<file path="src/rtl/tc_timer.sv">
// tc_timer: memory-mapped countdown timer with interrupt.
// Registers: CTRL (addr 00), PRESET (addr 01), COUNT (addr 10, read-only).
// The CTRL[11:4] prescale divisor exists only when TC_PRESCALE_EN is defined.
// Without it, those bits read 0 and the counter steps on every clock edge.
module tc_timer (
  input  logic        clk,
  input  logic        reset,
  input  logic [1:0]  addr,
  input  logic        we,
  input  logic [31:0] din,
  output logic [31:0] dout,
  output logic        irq
);

  typedef enum logic [1:0] {
    IDLE = 2'd0,
    LOAD = 2'd1,
    CNT  = 2'd2,
    INT  = 2'd3
  } state_t;

  state_t      state_q, state_d;
  logic        en_q, en_d;
  logic [1:0]  mode_q, mode_d;
  logic        im_q, im_d;
  logic        flag_q, flag_d;
  logic [31:0] preset_q, preset_d;
  logic [31:0] count_q, count_d;

  logic        ctrl_wr;
  logic        preset_wr;
  logic        tick;
  logic [7:0]  div_rd;

  assign ctrl_wr   = we && (addr == 2'b00);
  assign preset_wr = we && (addr == 2'b01);

`ifdef TC_PRESCALE_EN
  logic [7:0] div_q, div_d;
  logic [7:0] ps_q, ps_d;

  // Prescale divisor register and tick counter; the counter only runs while counting.
  always_comb begin
    div_d = div_q;
    ps_d  = 8'd0;
    if (ctrl_wr) begin
      div_d = din[11:4];
    end
    if (state_q == CNT && en_q) begin
      ps_d = (ps_q >= div_q) ? 8'd0 : ps_q + 8'd1;
    end
  end

  // Prescale state register.
  always_ff @(posedge clk or negedge reset) begin
    if (!reset) begin
      div_q <= 8'd0;
      ps_q  <= 8'd0;
    end else begin
      div_q <= div_d;
      ps_q  <= ps_d;
    end
  end

  // First counting edge after LOAD is a tick, then one every P+1 edges.
  assign tick   = (ps_q == 8'd0);
  assign div_rd = div_q;
`else
  assign tick   = 1'b1;
  assign div_rd = 8'd0;
`endif

  // Register writes, next-state logic and count/interrupt-flag updates.
  always_comb begin
    state_d  = state_q;
    en_d     = en_q;
    mode_d   = mode_q;
    im_d     = im_q;
    flag_d   = flag_q;
    preset_d = preset_q;
    count_d  = count_q;

    if (ctrl_wr) begin
      en_d   = din[0];
      mode_d = din[2:1];
      im_d   = din[3];
      flag_d = 1'b0;
    end
    if (preset_wr) begin
      preset_d = din;
    end

    case (state_q)
      IDLE: begin
        if (en_q) state_d = LOAD;
      end
      LOAD: begin
        count_d = preset_q;
        state_d = CNT;
      end
      CNT: begin
        if (!en_q) begin
          state_d = IDLE;
        end else if (tick) begin
          if (count_q != 32'd0) begin
            count_d = count_q - 32'd1;
          end else begin
            // The flag rises on entry so irq is visible while in INT.
            state_d = INT;
            flag_d  = 1'b1;
          end
        end
      end
      INT: begin
        if (mode_q == 2'b01) begin
          flag_d  = 1'b0;
          state_d = LOAD;
        end else begin
          // One-shot: flag is sticky, and a simultaneous CTRL write keeps its Enable.
          flag_d = 1'b1;
          if (!ctrl_wr) en_d = 1'b0;
          state_d = IDLE;
        end
      end
      default: state_d = IDLE;
    endcase
  end

  // Main state register with asynchronous active-low reset.
  always_ff @(posedge clk or negedge reset) begin
    if (!reset) begin
      state_q  <= IDLE;
      en_q     <= 1'b0;
      mode_q   <= 2'b00;
      im_q     <= 1'b0;
      flag_q   <= 1'b0;
      preset_q <= 32'd0;
      count_q  <= 32'd0;
    end else begin
      state_q  <= state_d;
      en_q     <= en_d;
      mode_q   <= mode_d;
      im_q     <= im_d;
      flag_q   <= flag_d;
      preset_q <= preset_d;
      count_q  <= count_d;
    end
  end

  // Combinational register read mux.
  always_comb begin
    dout = 32'd0;
    case (addr)
      2'b00:   dout = {20'd0, div_rd, im_q, mode_q, en_q};
      2'b01:   dout = preset_q;
      2'b10:   dout = count_q;
      default: dout = 32'd0;
    endcase
  end

  assign irq = im_q & flag_q;

endmodule

</file>
<file path="config.mk">
export PLATFORM = sky130hd
export DESIGN_NAME = tc_timer
export DESIGN_NICKNAME = d
export VERILOG_FILES = /design/src/rtl/tc_timer.sv
export SDC_FILE = /design/constraint.sdc
export NUM_CORES = 1
export LEC_CHECK = 0
export CAP_MARGIN = 15
export CORE_ASPECT_RATIO = 0.7
export CORE_MARGIN = 2
export CORE_UTILIZATION = 50
export DETAILED_ROUTE_END_ITERATION = 8
export GPL_TIMING_DRIVEN = 0
export PLACE_DENSITY = 0.76
export SYNTH_ARGS = -nofsm -noshare
export SYNTH_HDL_FRONTEND = slang
export SYNTH_SLANG_ARGS = --single-unit
</file>
<file path="constraint.sdc">
create_clock -name clk -period 3.2 [get_ports clk]
set_input_delay 0.64 -clock clk [delete_from_list [all_inputs] [get_ports clk]]
set_output_delay 0.64 -clock clk [all_outputs]
set_load 0.005 [all_outputs]
</file>
* Word level (Yosys, flattened, before mapping)
Cells that the tools add are included.
** Operators by class
- Multipliers :: 0
- Equality and inequality tests :: 10
- Div/mod/pow operators :: 0
- Multiplexer cells :: 18
- Bitwise logic cells :: 1
- Order comparisons :: 0
- Shift operators :: 0
- Reduce and logical (&&, ||, !) cells :: 8
- Add/sub/neg operators :: 1
** Operator list (number)
- $pmux 32 s3 :: 1
- $mux 32 :: 2
- $pmux 32 s2 :: 1
- $reduce_bool 32->1 :: 1
- $sub 32x1->32 const B :: 1
- $mux 1 :: 9
- $pmux 2 s4 :: 1
- $eq 2x1->1 const B :: 3
- $eq 2x2->1 const B :: 3
- $mux 2 :: 3
- $ne 2x2->1 const B :: 3
- $logic_not 2->1 :: 2
- $ne 3x3->1 const B :: 1
- $reduce_and 3->1 :: 1
- $logic_and 1x1->1 :: 2
- $pmux 1 s2 :: 1
- $reduce_and 2->1 :: 1
- $reduce_bool 2->1 :: 1
- $and 1x1->1 :: 1
** Storage, ports and cells
- ROM bits :: 0
- Output and inout port bits :: 33
- Memories :: 0
- Bits in registers :: 71
- Bits in latches :: 0
- RAM bits :: 0
- Word-level logic and storage cells :: 45

* Logic depth before layout (Yosys ltp)
Gate-level depths: netlist of run 1.
- Depth in word-level cells :: 6
- Mapped depth :: 9
- Mapped depth without buffers :: 7

* Worst setup path before layout of run 1
Ideal clock, no wire load.
- Path type :: input -> output
- From :: in addr[1]
- To :: out dout[10]
- Data arrival time :: 1.808 ns
- Buffers on the path :: 3
- Path slack :: 0.752 ns
- Data required time :: 2.560 ns
- Cell stages on the path :: 5
- Cells stage by stage :: clkbuf_1 > nor2b_1 > clkbuf_1 > buf_1 > a22o_1
** On the way
- Cells in the longest elaborated chain, start to end :: 2
- Elaborated cells between the ends (all ways) :: 4
** RTL lines
- start: declaration :: RTL line 8 : input logic [1:0] addr,
- $eq 2x2->1 (tied with other cells) :: RTL line 153 : case (addr)
- $pmux 32 s3 (*) :: RTL line 153
- end: declaration :: RTL line 11 : output logic [31:0] dout,
Mark *: on every way between the ends. The rest lies on a longest branch, timed or not.

* Worst setup path in the final report of run 1
- From :: reg count_q[0]
- To :: reg count_q[11]
** On the way
- Cells in the longest elaborated chain, start to end :: 4
- Elaborated cells between the ends (all ways) :: 7
** RTL lines
- start: declaration :: RTL line 28 : logic [31:0] count_q, count_d;
- start signal: assignment :: RTL line 146 : count_q <= count_d;
- $sub 32x1->32 :: RTL line 106 : count_d = count_q - 32'd1;
- $mux 32 :: RTL line 105 : if (count_q != 32'd0) begin
- $mux 32 :: RTL line 102 : if (!en_q) begin
- $pmux 32 s2 :: RTL line 93 : case (state_q)
Parallel ways exist; a longest one is shown, timed or not. The select of a mux whose other input is x is not followed.
A chain may end at the register's enable or synchronous reset.

==> results.md, run 1 <==
Detailed routing:
- The wire length per cell after detailed routing is between 20 and 25 µm.
- For this run, design rule violations remaining after detail routing come to 5.
- After the first detailed-routing iteration, the DRC count stood at 420.
- In the routed layout, each cell is associated on average with a via count of 6.56.
- Once detail routing completed, the nets flagged for antenna violations numbered 0.
- The routed wire length is between 10 and 15 mm.
- Across all layers, the routed design uses a little under 4000 vias.
- The detailed-routing iteration count for the pre-antenna-repair pass is 7.

Yosys:
- By area the synthesized netlist is led by sky130_fd_sc_hd__dfrtp_1 (43%), sky130_fd_sc_hd__mux2_2 (9.2%), sky130_fd_sc_hd__a22o_1 (6.5%).
- In this run, distinct cell masters in the synthesized netlist total between 50 and 60.
- The number of synthesis warnings is 0.
- The most common cell in the synthesized netlist is sky130_fd_sc_hd__dfrtp_1.
- The number of flops mapped to enable cells by yosys is 0.
- The cell count after synthesis came out at 415.
- The post-synthesis sequential area ratio is 0.426.
- The commonest cells after synthesis are sky130_fd_sc_hd__dfrtp_1 (71), sky130_fd_sc_hd__mux2_2 (34), sky130_fd_sc_hd__a22o_1 (31).
- Of the post-synthesis cell area, the dominant cell type holds 0.426.
- After synthesis, the share of flip-flops with an asynchronous set or reset is 1.00.
- The post-synthesis net count is ~450.
- The synthesized area per cell is ~10 µm².
- sky130_fd_sc_hd__dfrtp_1 takes more of the synthesized area than any other cell.
- The mapped cell area is between 0.004 and 0.005 mm².
- For this run, the leading register cell type out of synthesis is sky130_fd_sc_hd__dfrtp_1.
- The register bit total from synthesis is slightly above 70.

Layout:
- The area growth from synthesis to layout is 27.2%.
- The share of final-layout standard cells stronger than drive strength 1 is 0.175.
- The total area of multi-input combinational cells is approximately 0.0022 mm².
- The number of antenna repair diodes is 0.
- The net total in the final layout is roughly 530.
- For this run, the share of the core covered by cells in the final layout is 0.665.
- Fill cells in the final layout number ~650.
- The total area of sequential cells is approximately 0.0018 mm².

Power and ir drop:
- The clock network power share is 0.204.
- The power density over cell area is between 800 and 900 mW/mm².
- The cell internal power dissipation is 2610 µW.
- The relative contribution of combinational cells to total power is 0.431.
- The peak supply drop is between 0.3 and 0.4 mV.
- The portion of total power attributed to sequential cells is 0.365.
- Of the total power, the share spent switching nets is 0.415.
- For this design the static power due to leakage is between 0.002 and 0.0025 µW.
- The reported net switching power is between 1500 and 2000 µW.

Floorplan:
- After floorplanning, the core was sized to cover between 0.007 and 0.008 mm².
- The floorplan step set the die height to between 80 and 90 µm.
- The starting density of the core is 0.523.
- The top-level port count is 70.
- The die footprint is between 0.009 and 0.01 mm².
- Row generation in the floorplan step produced 27 rows.
- The width of the die is 113 µm.

STA:
- At the pin with the least slew margin, the transition time is between 0.7 and 0.8 ns.
- The count of final max-slew check failures is 0.
- The worst hold slack after final layout is between 0.2 and 0.3 ns.
- The count of endpoints failing hold in the final timing report came to 0.
- The highest achievable clock rate is roughly 330 MHz.
- In this run the tightest slew margin relative to its limit is 0.498.
- Setup violations remaining at the end of the flow were counted as 0.
- The share of the clock period used by the worst path after layout is 0.933.
- For the final routed database, the setup TNS stands at 0 ns.
- Across the routed clock network, the largest skew measured is roughly 0.0047 ns.
- The minimum period implied by the final worst setup slack is approximately 3.0 ns.
- Setup repair after global routing left no endpoint under its margin.

Hold path:
- The kind of path behind the tightest hold check is in2async.

Clock network:
- In this run the clock root is driven by a sky130_fd_sc_hd__clkbuf_16.
- The number of H-tree levels is 3.
- The post-CTS repair timing setup buffer count is 0.
- The latest clock arrival within the worst-skew pair is between 0.3 and 0.4 ns.
- The TritonCTS clock tree is built.
- For this design, the sink count on the clock tree is slightly above 70.
- Clock-pin slew was measured on the worst setup and hold paths at around 0.050 ns.
- The total clock buffers created by CTS is 9.
- The maximum clock insertion buffer count is 2.

Outcome:
- The flow ran to the end, but the final reports show violations.
- The checks that failed: DRC.

Critical path:
- The largest fanout of any net on the critical path is 10.
- The category of the critical setup timing path is reg2reg.
- STA puts the critical path data arrival time at approximately 3.2 ns.
- The type of destination of the critical path is a register.
- Data on the critical path is required at its endpoint by between 3 and 4 ns.
- The category of the worst setup path launch point is a register.

Job:
- The number of max-cap violations is 0.

Place:
- The count of input and output buffers is between 60 and 70.
- Detailed placement ended at an HPWL of a little under 9 mm.
- Routability-driven placement finished with a final weighted congestion of a little over 0.9.

Global routing:
- The overall overflow remaining after global route is 0.
- The first global-routing pass estimated between 20 and 25 mm of wire.
- The via count of the first global-routing pass was roughly 3900.
- In the global route stage, overall resource usage came out at 0.295.
- The maximum number of pins on one net before global-route repair is 37.
- The initial antenna violation count is 0.
final cells by class:
type | instances | area share
Multi-Input combinational cell | 303 | 0.416
Sequential cell | 71 | 0.335
Timing Repair Buffer | 69 | 0.132
Clock buffer | 13 | 0.0491
Buffer | 34 | 0.0384
Tap cell | 101 | 0.0238
Inverter | 7 | 0.00495
Clock inverter | 1 | 0.000943
per-stage QoR:
stage          std cells  cell area [µm²]  worst slack, ns  total power (µW)
2_1_floorplan        415             4170            0.752              2800
5_1_grt              599             5310           0.0566              4730
3_5_place_dp         585             4990           -0.605              3480
4_1_cts              599             5300           0.0150              4420
6_report             599             5310            0.214              4470
3_3_place_gp         584             4980            -1.02              3430
state kept, by name (all words and copies together), names as in the netlist:
signal    flops
im_q          1
count_q      32
en_q          1
state_q       2
preset_q     32
mode_q        2
flag_q        1
timing repair:
item                                    in CTS  in global routing
resized for setup                           16                  1
hold buffers                                 0                  0
endpoints found under the setup margin      31                 29
cell usage in the layout (no fill, tap or decap), drive strengths merged, types with 4 or more instances in the layout:
master / n
dfrtp: 71
clkdlybuf4s50: 66
mux2: 34
clkbuf: 32
a22o: 31
a21oi: 27
nand2: 27
o21ai: 27
nor2: 23
buf: 17
a31oi: 14
nand3: 14
o31ai: 13
nor4: 10
o2bb2ai: 7
inv: 6
or3: 6
nor3: 6
nand4: 6
mux2i: 5
o41ai: 5
nor2b: 4
nand2b: 4
o22ai: 4
o32ai: 4
or4: 4
routing by layer:
metal	track usage	part of all wire
met5	0	0
met4	0.105	0.020
met3	0.0740	0.10
met2	0.447	0.44
met1	0.412	0.44
worst max-delay path, cell delays in order, from the launching register on:
cell and delay, ns:
sky130_fd_sc_hd__dfrtp_1 0.42, sky130_fd_sc_hd__inv_1 0.12, sky130_fd_sc_hd__ha_1 0.22, sky130_fd_sc_hd__nor3b_2 0.43
sky130_fd_sc_hd__nand4_2 0.38, sky130_fd_sc_hd__nor4_4 0.67, sky130_fd_sc_hd__nor2_2 0.22, sky130_fd_sc_hd__buf_2 0.27
sky130_fd_sc_hd__a21oi_1 0.17
power groups by stage:
stage / clock (µW) / combinational [µW] / sequential, µW
4_1_cts: 925 / 1880 / 1610
3_3_place_gp: 0 / 1820 / 1610
2_1_floorplan: 0 / 1290 / 1510
3_5_place_dp: 0 / 1860 / 1620
5_1_grt: 965 / 2090 / 1680
6_report: 912 / 1920 / 1630
cells by family (layout without fill, tap and decap cells):
logic type	count (synthesis)	after routing	share of synthesized area
fa+ha+maj	1	1	0.00300
buf+inv	41	124	0.0450
compound gates	149	149	0.252
simple gates	114	114	0.170
mux	39	39	0.104
flops	71	71	0.426
worst paths after layout:
| path | start | to | slack [ns] | cells past startpoint |
|---|---|---|---|---|
| setup / recovery | count_q[0] | count_q[11] | 0.21 | 8 |
| hold / removal | reset | preset_q[23] | 0.28 | 1 |
| setup reg to reg | count_q[0] | count_q[11] | 0.21 | 8 |
| hold reg to reg | mode_q[0] | mode_q[0] | 0.54 | 1 |
| max in group asynchronous | reset | count_q[9] | 2.36 | 2 |
| min in group clk | mode_q[0] | mode_q[0] | 0.54 | 1 |
(Power assumes the default switching activity.)
==> run 2, diff against run 1 <==
==> constraint.sdc (replaced) <==
create_clock -name clk -period 2.9 [get_ports clk]
set_input_delay 0.58 -clock clk [delete_from_list [all_inputs] [get_ports clk]]
set_output_delay 0.58 -clock clk [all_outputs]
set_load 0.005 [all_outputs]
==> results.md, run 2 (synthesized netlist as in run 1, its figures left out) <==
Clock network:
- The maximum clock insertion buffer count was 2 (unchanged).
- The TritonCTS clock tree is built.
- The latest clock arrival within the worst-skew pair came to 0.34 ns (about the same).
- The tree is rooted in a sky130_fd_sc_hd__clkbuf_16.
- The total clock buffers created by CTS is 9 (unchanged).
- The sink count of the clock tree is 71 (unchanged).
- The clock-pin transition on the worst setup and hold timing paths is 0.05 ns (about the same).
- The number of H-tree levels is 3 (unchanged).

Detailed routing:
- The post-detailed-route DRC marker count is 5 (unchanged).
- The detailed-routing iteration count for the pre-antenna-repair pass is 9 (+2).
- The routed wire length is 12.8 mm (+0.72%).
- The highest metal layer with signal wires is met4.
- The number of vias after detailed routing is 3941 (+0.31%).
- The wire length on met3 was 1.26 mm (-2.8%).
- The wire length per cell after detailed routing came to 21.3 µm (+0.22%).
- The wire length on met2 was 5.72 mm (+2.1%).
- The number of violations reported at the end of detailed-routing iteration 0 came to 428 (+1.9%).
- The detail-routed via count per cell is 6.55 (-0.19%).
- The post-detailed-route count of antenna-violating nets is 0 (unchanged).
- The post-route met1 wirelength is 5.59 mm (+0.72%).

Power and ir drop:
- The total chip power is 4940 µW (+11%).
- The leakage power is 0.00212 µW (+0.82%).
- The peak supply drop is 0.392 mV (+9.2%).
- The power density over cell area is 926 mW/mm² (+10%).

Place:
- The final RePlAce weighted congestion came to 0.918 (unchanged).
- The post-place instance area is 0.00499 mm² (unchanged).
- The number of placed cells counting well taps is 585 (unchanged).
- The count of input and output buffers is 68 (unchanged).
- The worst slack after detailed placement is -0.785 ns (-0.180 ns).
- The total half-perimeter wirelength after legalization and detailed placement was 8.68 mm (unchanged).

Floorplan:
- The starting density of the core was 0.523 (unchanged).
- The row count is 27 (unchanged).
- The die footprint is 0.00910 mm² (unchanged).
- The y dimension of the die was 80.4 µm (unchanged).
- The top-level port count was 70 (unchanged).
- The total core area is 0.00797 mm² (unchanged).
- The width of the die was 113 µm (unchanged).

Critical path:
- The data required time at the worst endpoint is 3.11 ns (-0.34 ns).
- The worst setup path is launched from a register.
- The endpoint arrival time on the critical path came to 2.99 ns (-0.25 ns).
- The largest fanout of any net on the critical path came to 10 (unchanged).
- The type of destination of the critical path is a register.
- The worst reg-to-reg path cell count is 9 (+1).
- The critical path is of the reg2reg type.

Global routing:
- The combined global-route utilization of all metal layers is 0.295 (about the same).
- The overall overflow remaining after global route came to 0 (unchanged).
- The initial antenna violation count is 0 (unchanged).
- The via count of the first global-routing pass is 3882 (-0.10%).
- The maximum number of pins on one net before global-route repair came to 37 (unchanged).
- The wire length of the first global-routing pass came to 20.4 mm (about the same).

Outcome:
- The final reports fail on DRC.
- The run finished, with violations left.

Job:
- The number of max-cap violations was 0 (unchanged).

Layout:
- The final design area excluding fillers was 0.00534 mm² (+0.59%).
- The total area of sequential cells is 0.00178 mm² (unchanged).
- The largest registers in the layout are count_q (32), preset_q (32).
- The final-layout fill cell count is 651 (-0.46%).
- The net total in the final layout is 536 (+0.56%).
- The library cells used most frequently in the layout, excluding fill and tap cells, are sky130_fd_sc_hd__dfrtp_1 (71), sky130_fd_sc_hd__clkdlybuf4s50_1 (65), sky130_fd_sc_hd__mux2_2 (34).
- The share of final-layout standard cells stronger than drive strength 1 came to 0.182 (+0.00694).
- The total area of multi-input combinational cells is 0.00221 mm² (+0.28%).
- The number of antenna repair diodes is 0 (unchanged).
- The area growth from synthesis to layout is 28.0%.
- The count of placed standard cells in the final layout, fillers left out is 602 (+0.50%).
- The most common library cell in the layout ignoring fill and taps is sky130_fd_sc_hd__dfrtp_1.

STA:
- The final count of negative-setup-slack endpoints is 0 (unchanged).
- The share of the clock period used by the worst path after layout is 0.958 (+0.0244).
- The clock skew after layout is 0.00519 ns (+0.000445 ns).
- The worst hold slack after final layout came to 0.218 ns (-0.0569 ns).
- The minimum period implied by the final worst setup slack is 2.78 ns (-0.209 ns).
- The count of endpoints failing hold in the final timing report was 0 (unchanged).
- The relative slew slack was 0.504 (+0.00592).
- The transition time at the pin with the least slew margin was 0.745 ns (-0.00887 ns).
- The count of final max-slew check failures was 0 (unchanged).
- Setup repair after global routing left no endpoint under its margin.
- The highest achievable clock rate was 360 MHz (+7.5%).
- The least setup slack across all paths after layout was 0.123 ns (-0.0907 ns).

Hold path:
- The path class of the tightest hold or removal check is in2async.
[run 2: what timing repair did]
item | CTS | global route
buffers inserted | 0 | 3
hold buffers | 0 | 0
pin swaps | 0 | 1
gates cloned | 0 | 0
endpoints found under the setup margin | 32 | 26
hold endpoints to repair | 0 | 0
gates resized for setup | 20 | 3
[run 2: where the power goes]
group          leakage [µW]  internal (µW)  switching, µW  total (µW)
Combinational       0.00114            943           1190        2130
Sequential         0.000847           1330            475        1810
Clock              0.000132            614            389        1000
[run 2: final timing paths]
path / slack, ns / to / startpoint
worst max-delay path: 0.12 / count_q[16] / count_q[0]
worst min-delay path: 0.22 / preset_q[23] / reset
worst max register to register: 0.12 / count_q[16] / count_q[0]
worst min register to register: 0.54 / mode_q[0] / mode_q[0]
max in group asynchronous: 2.12 / preset_q[2] / reset
min in group clk: 0.54 / mode_q[0] / mode_q[0]
[run 2: cell type report]
type | count | area share
plain buffers | 34 | 0.0396
flip-flops and latches | 71 | 0.333
clock inverters | 1 | 0.000938
repair buffers | 72 | 0.135
multi-input cells | 303 | 0.415
well taps | 101 | 0.0237
clock buffers | 13 | 0.0488
inverters | 7 | 0.00492
[run 2: worst max-delay path: stages, from the launching register on]
cell and delay (ns):
sky130_fd_sc_hd__dfrtp_1 0.43, sky130_fd_sc_hd__inv_1 0.12, sky130_fd_sc_hd__ha_1 0.22, sky130_fd_sc_hd__nor3b_4 0.35, sky130_fd_sc_hd__nand4_2 0.35, sky130_fd_sc_hd__or4_4 0.58
sky130_fd_sc_hd__buf_6 0.15, sky130_fd_sc_hd__nand2_2 0.12, sky130_fd_sc_hd__buf_4 0.23, sky130_fd_sc_hd__o21ai_1 0.09
[run 2: per-layer routing]
metal / track usage / up-vias
met4: 0.104 / 0
met3: 0.0740 / 28
met2: 0.447 / 260
li1: - / 1770
met1: 0.412 / 1883
met5: 0 / -
[run 2: metrics by stage]
step	setup TNS (ns)	util
global placement	-109.16	0.624
detailed placement	-20.57	0.626
global route	0	0.669
finish	0	0.669
CTS	0	0.666
floorplan	0	-
==> run 3, diff against run 2 <==
--- a/config.mk
+++ b/config.mk
@@ -5,13 +5,14 @@
 export SDC_FILE = /design/constraint.sdc
 export NUM_CORES = 1
 export LEC_CHECK = 0
+export ABC_AREA = 1
 export CAP_MARGIN = 15
 export CORE_ASPECT_RATIO = 0.7
 export CORE_MARGIN = 2
 export CORE_UTILIZATION = 50
 export DETAILED_ROUTE_END_ITERATION = 8
 export GPL_TIMING_DRIVEN = 0
-export PLACE_DENSITY = 0.76
+export PLACE_DENSITY = 0.75
 export SYNTH_ARGS = -nofsm -noshare
 export SYNTH_HDL_FRONTEND = slang
 export SYNTH_SLANG_ARGS = --single-unit
==> results.md, run 3 <==
Clock network:
- The maximum clock insertion buffer count was 2 (unchanged).
- TritonCTS built the clock tree.
- The clock-pin transition on the worst setup and hold timing paths was 0.06 ns (about the same).
- The number of instances resized during post-cts repair came to 9 (-55%).
- The sink count of the clock tree is 71 (unchanged).
- The post-CTS repair timing setup buffer count is 0 (unchanged).
- The number of H-tree levels is 3 (unchanged).
- The total of hold buffers inserted after clock tree synthesis is 0 (unchanged).
- The total clock buffers created by CTS was 9 (unchanged).
- The buffer type at the clock tree root is sky130_fd_sc_hd__clkbuf_16.
- The latest clock arrival within the worst-skew pair was 0.34 ns (about the same).

Global routing:
- The combined global-route utilization of all metal layers is 0.326 (+0.0313).
- The initial antenna violation count is 0 (unchanged).
- The via count of the first global-routing pass was 4571 (+18%).
- The wire length of the first global-routing pass is 23.8 mm (+17%).
- The maximum number of pins on one net before global-route repair is 55 (+49%).
- The overall overflow remaining after global route is 0 (unchanged).

Detailed routing:
- The number of vias after detailed routing was 4744 (+20%).
- The wire length per cell after detailed routing was 18.1 µm (-15%).
- The detailed-routing iteration count for the pre-antenna-repair pass is 5 (-4).
- The number of violations reported at the end of detailed-routing iteration 0 is 536 (+25%).
- The post-detailed-route DRC marker count is 0 (-5).
- The routed wire length was 15.3 mm (+19%).
- The post-detailed-route count of antenna-violating nets is 0 (unchanged).
- The detail-routed via count per cell came to 5.63 (-14%).

Layout:
- The number of antenna repair diodes was 0 (unchanged).
- The count of placed standard cells in the final layout, fillers left out is 843 (+40%).
- The final standard cell utilization of the core is 0.663 (-0.00599).
- The library cell used most frequently in the layout, excluding fill and tap cells, is sky130_fd_sc_hd__nand2_1.
- The largest registers in the layout are count_q (32), preset_q (32).
- The share of final-layout standard cells stronger than drive strength 1 is 0.104 (-0.0779).
- The net total in the final layout is 757 (+41%).
- Leaving out fill and tap cells, the most frequent cells in the layout are sky130_fd_sc_hd__nand2_1 (177), sky130_fd_sc_hd__nor2_1 (83), sky130_fd_sc_hd__inv_1 (76).
- The final-layout fill cell count is 802 (+23%).
- From synthesis to final layout, the design area changed by 27.6%.

Yosys:
- The post-synthesis sequential area ratio is 0.400 (-0.0263).
- The mapped cell area is 0.00444 mm² (+6.6%).
- Among all flip-flop cells after synthesis, the most frequent one is sky130_fd_sc_hd__dfrtp_1.
- The most common cell in the synthesized netlist is sky130_fd_sc_hd__nand2_1.
- The adder-cell share of the synthesized area is 0.00282 (-0.000185).
- The number of flops mapped to enable cells by yosys is 0 (unchanged).
- The fraction of synthesized cell area in xor and xnor cells came to 0.00394 (+0.00394).
- After synthesis, the most frequently instantiated cells are sky130_fd_sc_hd__nand2_1 (177), sky130_fd_sc_hd__nor2_1 (84), sky130_fd_sc_hd__inv_1 (76).
- The register bit total from synthesis is 71 (unchanged).
- The largest family of logic cells by synthesized area is simple AND/OR/NAND/NOR gates.
- The post-synthesis net count was 676 (+49%).
- The number of instances in the synthesized netlist is 638 (+54%).
- The fraction of the mapped netlist area in simple logic gates is 0.344 (+0.174).
- Sorting the synthesized cells by area gives the leading types as sky130_fd_sc_hd__dfrtp_1 (40%), sky130_fd_sc_hd__nand2_1 (15%), sky130_fd_sc_hd__nand3_1 (7.9%).
- The synthesized area per cell is 6.97 µm² (-31%).
- The number of synthesis warnings is 0 (unchanged).
- The fraction of the mapped netlist area in compound gates is 0.133 (-0.119).
- The mux cell area share after synthesis is 0.0203 (-0.0835).
- The fraction of registers with async set or reset after synthesis is 1.00 (unchanged).
- The cell taking the most area after synthesis is sky130_fd_sc_hd__dfrtp_1.
- The area share of the largest cell type after synthesis is 0.400 (-0.0263).
- The post-synthesis cell type count is 31 (-47%).

STA:
- The clock skew after layout is 0.00343 ns (-0.00176 ns).
- The count of endpoints failing hold in the final timing report came to 0 (unchanged).
- The count of final max-slew check failures is 0 (unchanged).
- The relative slew slack is 0.518 (+0.0149).
- The share of the clock period used by the worst path after layout was 0.977 (+0.0193).
- The transition time at the pin with the least slew margin was 0.722 ns (-0.0223 ns).
- The minimum period implied by the final worst setup slack is 2.83 ns (+0.0561 ns).
- The final count of negative-setup-slack endpoints was 0 (unchanged).
- The highest achievable clock rate is 353 MHz (-2.0%).

Critical path:
- The endpoint arrival time on the critical path is 2.25 ns (-0.74 ns).
- The worst setup path is captured at a primary output.
- The data required time at the worst endpoint is 2.32 ns (-0.79 ns).
- The category of the worst setup path launch point is an input port.
- The critical path is of the in2out type.
- The largest fanout of any net on the critical path was 10 (unchanged).

Outcome:
- The run finished with clean final reports.

Place:
- The total half-perimeter wirelength after legalization and detailed placement is 11.4 mm (+31%).
- The number of placed cells counting well taps came to 828 (+42%).
- The count of input and output buffers is 69 (+1.5%).
- The final RePlAce weighted congestion is 0.942 (+2.7%).

Floorplan:
- The total core area came to 0.00855 mm² (+7.2%).
- The die footprint is 0.00967 mm² (+6.3%).
- The starting density of the core came to 0.520 (-0.00316).
- The row count is 28 (+3.7%).
- The y dimension of the die is 82.9 µm (+3.1%).
- The top-level port count came to 70 (unchanged).
- The width of the die was 117 µm (+3.1%).

Power and ir drop:
- The net switching fraction of the power was 0.453 (+0.0380).
- The power density over cell area was 937 mW/mm² (+1.2%).
- The clock network power share was 0.211 (+0.008).
- The cell internal power dissipation came to 2900 µW (+0.51%).
- The relative contribution of combinational cells to total power is 0.473 (+0.042).
- The reported net switching power is 2410 µW (+17%).
- The peak supply drop was 0.453 mV (+16%).
- The total chip power is 5310 µW (+7.5%).
- The leakage power is 0.00272 µW (+29%).
- The portion of total power attributed to sequential cells was 0.317 (-0.049).

Job:
- The number of max-cap violations is 0 (unchanged).

Hold path:
- The worst hold path belongs to the class in2async.
run 3: cell types whose count changed after synthesis, sizes merged, moves of 19 or more:
cell	previous run	this run
nand2	27	181
inv	6	77
nor2	23	90
nand3	14	77
a22o	31	0
mux2	34	8
o21ai	27	46
run 3: kinds of logic after synthesis:
kind of cell,count (synthesis)
multiplexers,8
AO/OA/AOI/OAI,100
XOR/XNOR,2
adder cells (fa/ha/maj),1
buffers and inverters,103
flip-flops,71
AND/OR/NAND/NOR,353
run 3: layout make-up:
type,instances,area (µm²),area share
Multi-Input combinational cell,464,2270,0.401
Sequential cell,71,1780,0.313
Timing Repair Buffer,70,726,0.128
Inverter,77,289,0.0510
Clock buffer,10,239,0.0421
Buffer,26,159,0.0280
Tap cell,120,150,0.0265
Clock inverter,5,58.8,0.0104
run 3: layer usage:
metal | vias to the layer above | wire [µm] | global-route usage
met2 | 240 | 6500 | 0.471
met3 | 25 | 1350 | 0.0577
met4 | 0 | 261 | 0.0941
met1 | 2259 | 7150 | 0.497
met5 | - | 0 | 0
li1 | 2220 | - | -
run 3: final timing paths:
path	startpoint	to	slack, ns	cells past startpoint
min in group clk	mode_q[1]	mode_q[1]	0.52	2
max in group asynchronous	reset	count_q[29]	2.23	2
worst min register to register	mode_q[1]	mode_q[1]	0.52	2
worst min-delay path	reset	preset_q[13]	0.12	1
worst max-delay path	addr[0]	dout[9]	0.07	7
worst max register to register	count_q[0]	count_q[13]	0.81	10
run 3: through the flow:
step           setup slack, ns  area [µm²]  TNS [ns]  hold WS [ns]
2_1_floorplan             1.06        4440         0         0.284
3_3_place_gp             -1.23        5290    -92.60         0.472
3_5_place_dp            -0.261        5310     -5.98         0.479
4_1_cts                 0.0162        5620         0         0.123
5_1_grt               -0.00593        5670  -0.00593         0.128
6_report                0.0668        5670         0         0.117
run 3: critical path, cell delays in order:
cell and delay [ns]:
sky130_fd_sc_hd__clkdlybuf4s50_1 0.49, sky130_fd_sc_hd__inv_1 0.08, sky130_fd_sc_hd__nor2_4 0.13, sky130_fd_sc_hd__inv_1 0.07, sky130_fd_sc_hd__buf_4 0.21, sky130_fd_sc_hd__o22ai_2 0.16, sky130_fd_sc_hd__clkdlybuf4s50_1 0.54
run 3: power by group through the flow:
stage          sequential [µW]  combinational [µW]  clock [µW]
5_1_grt                   1720                2780        1180
2_1_floorplan             1560                1690           0
6_report                  1680                2510        1120
4_1_cts                   1660                2440        1130
3_3_place_gp              1660                2360           0
3_5_place_dp              1670                2420           0
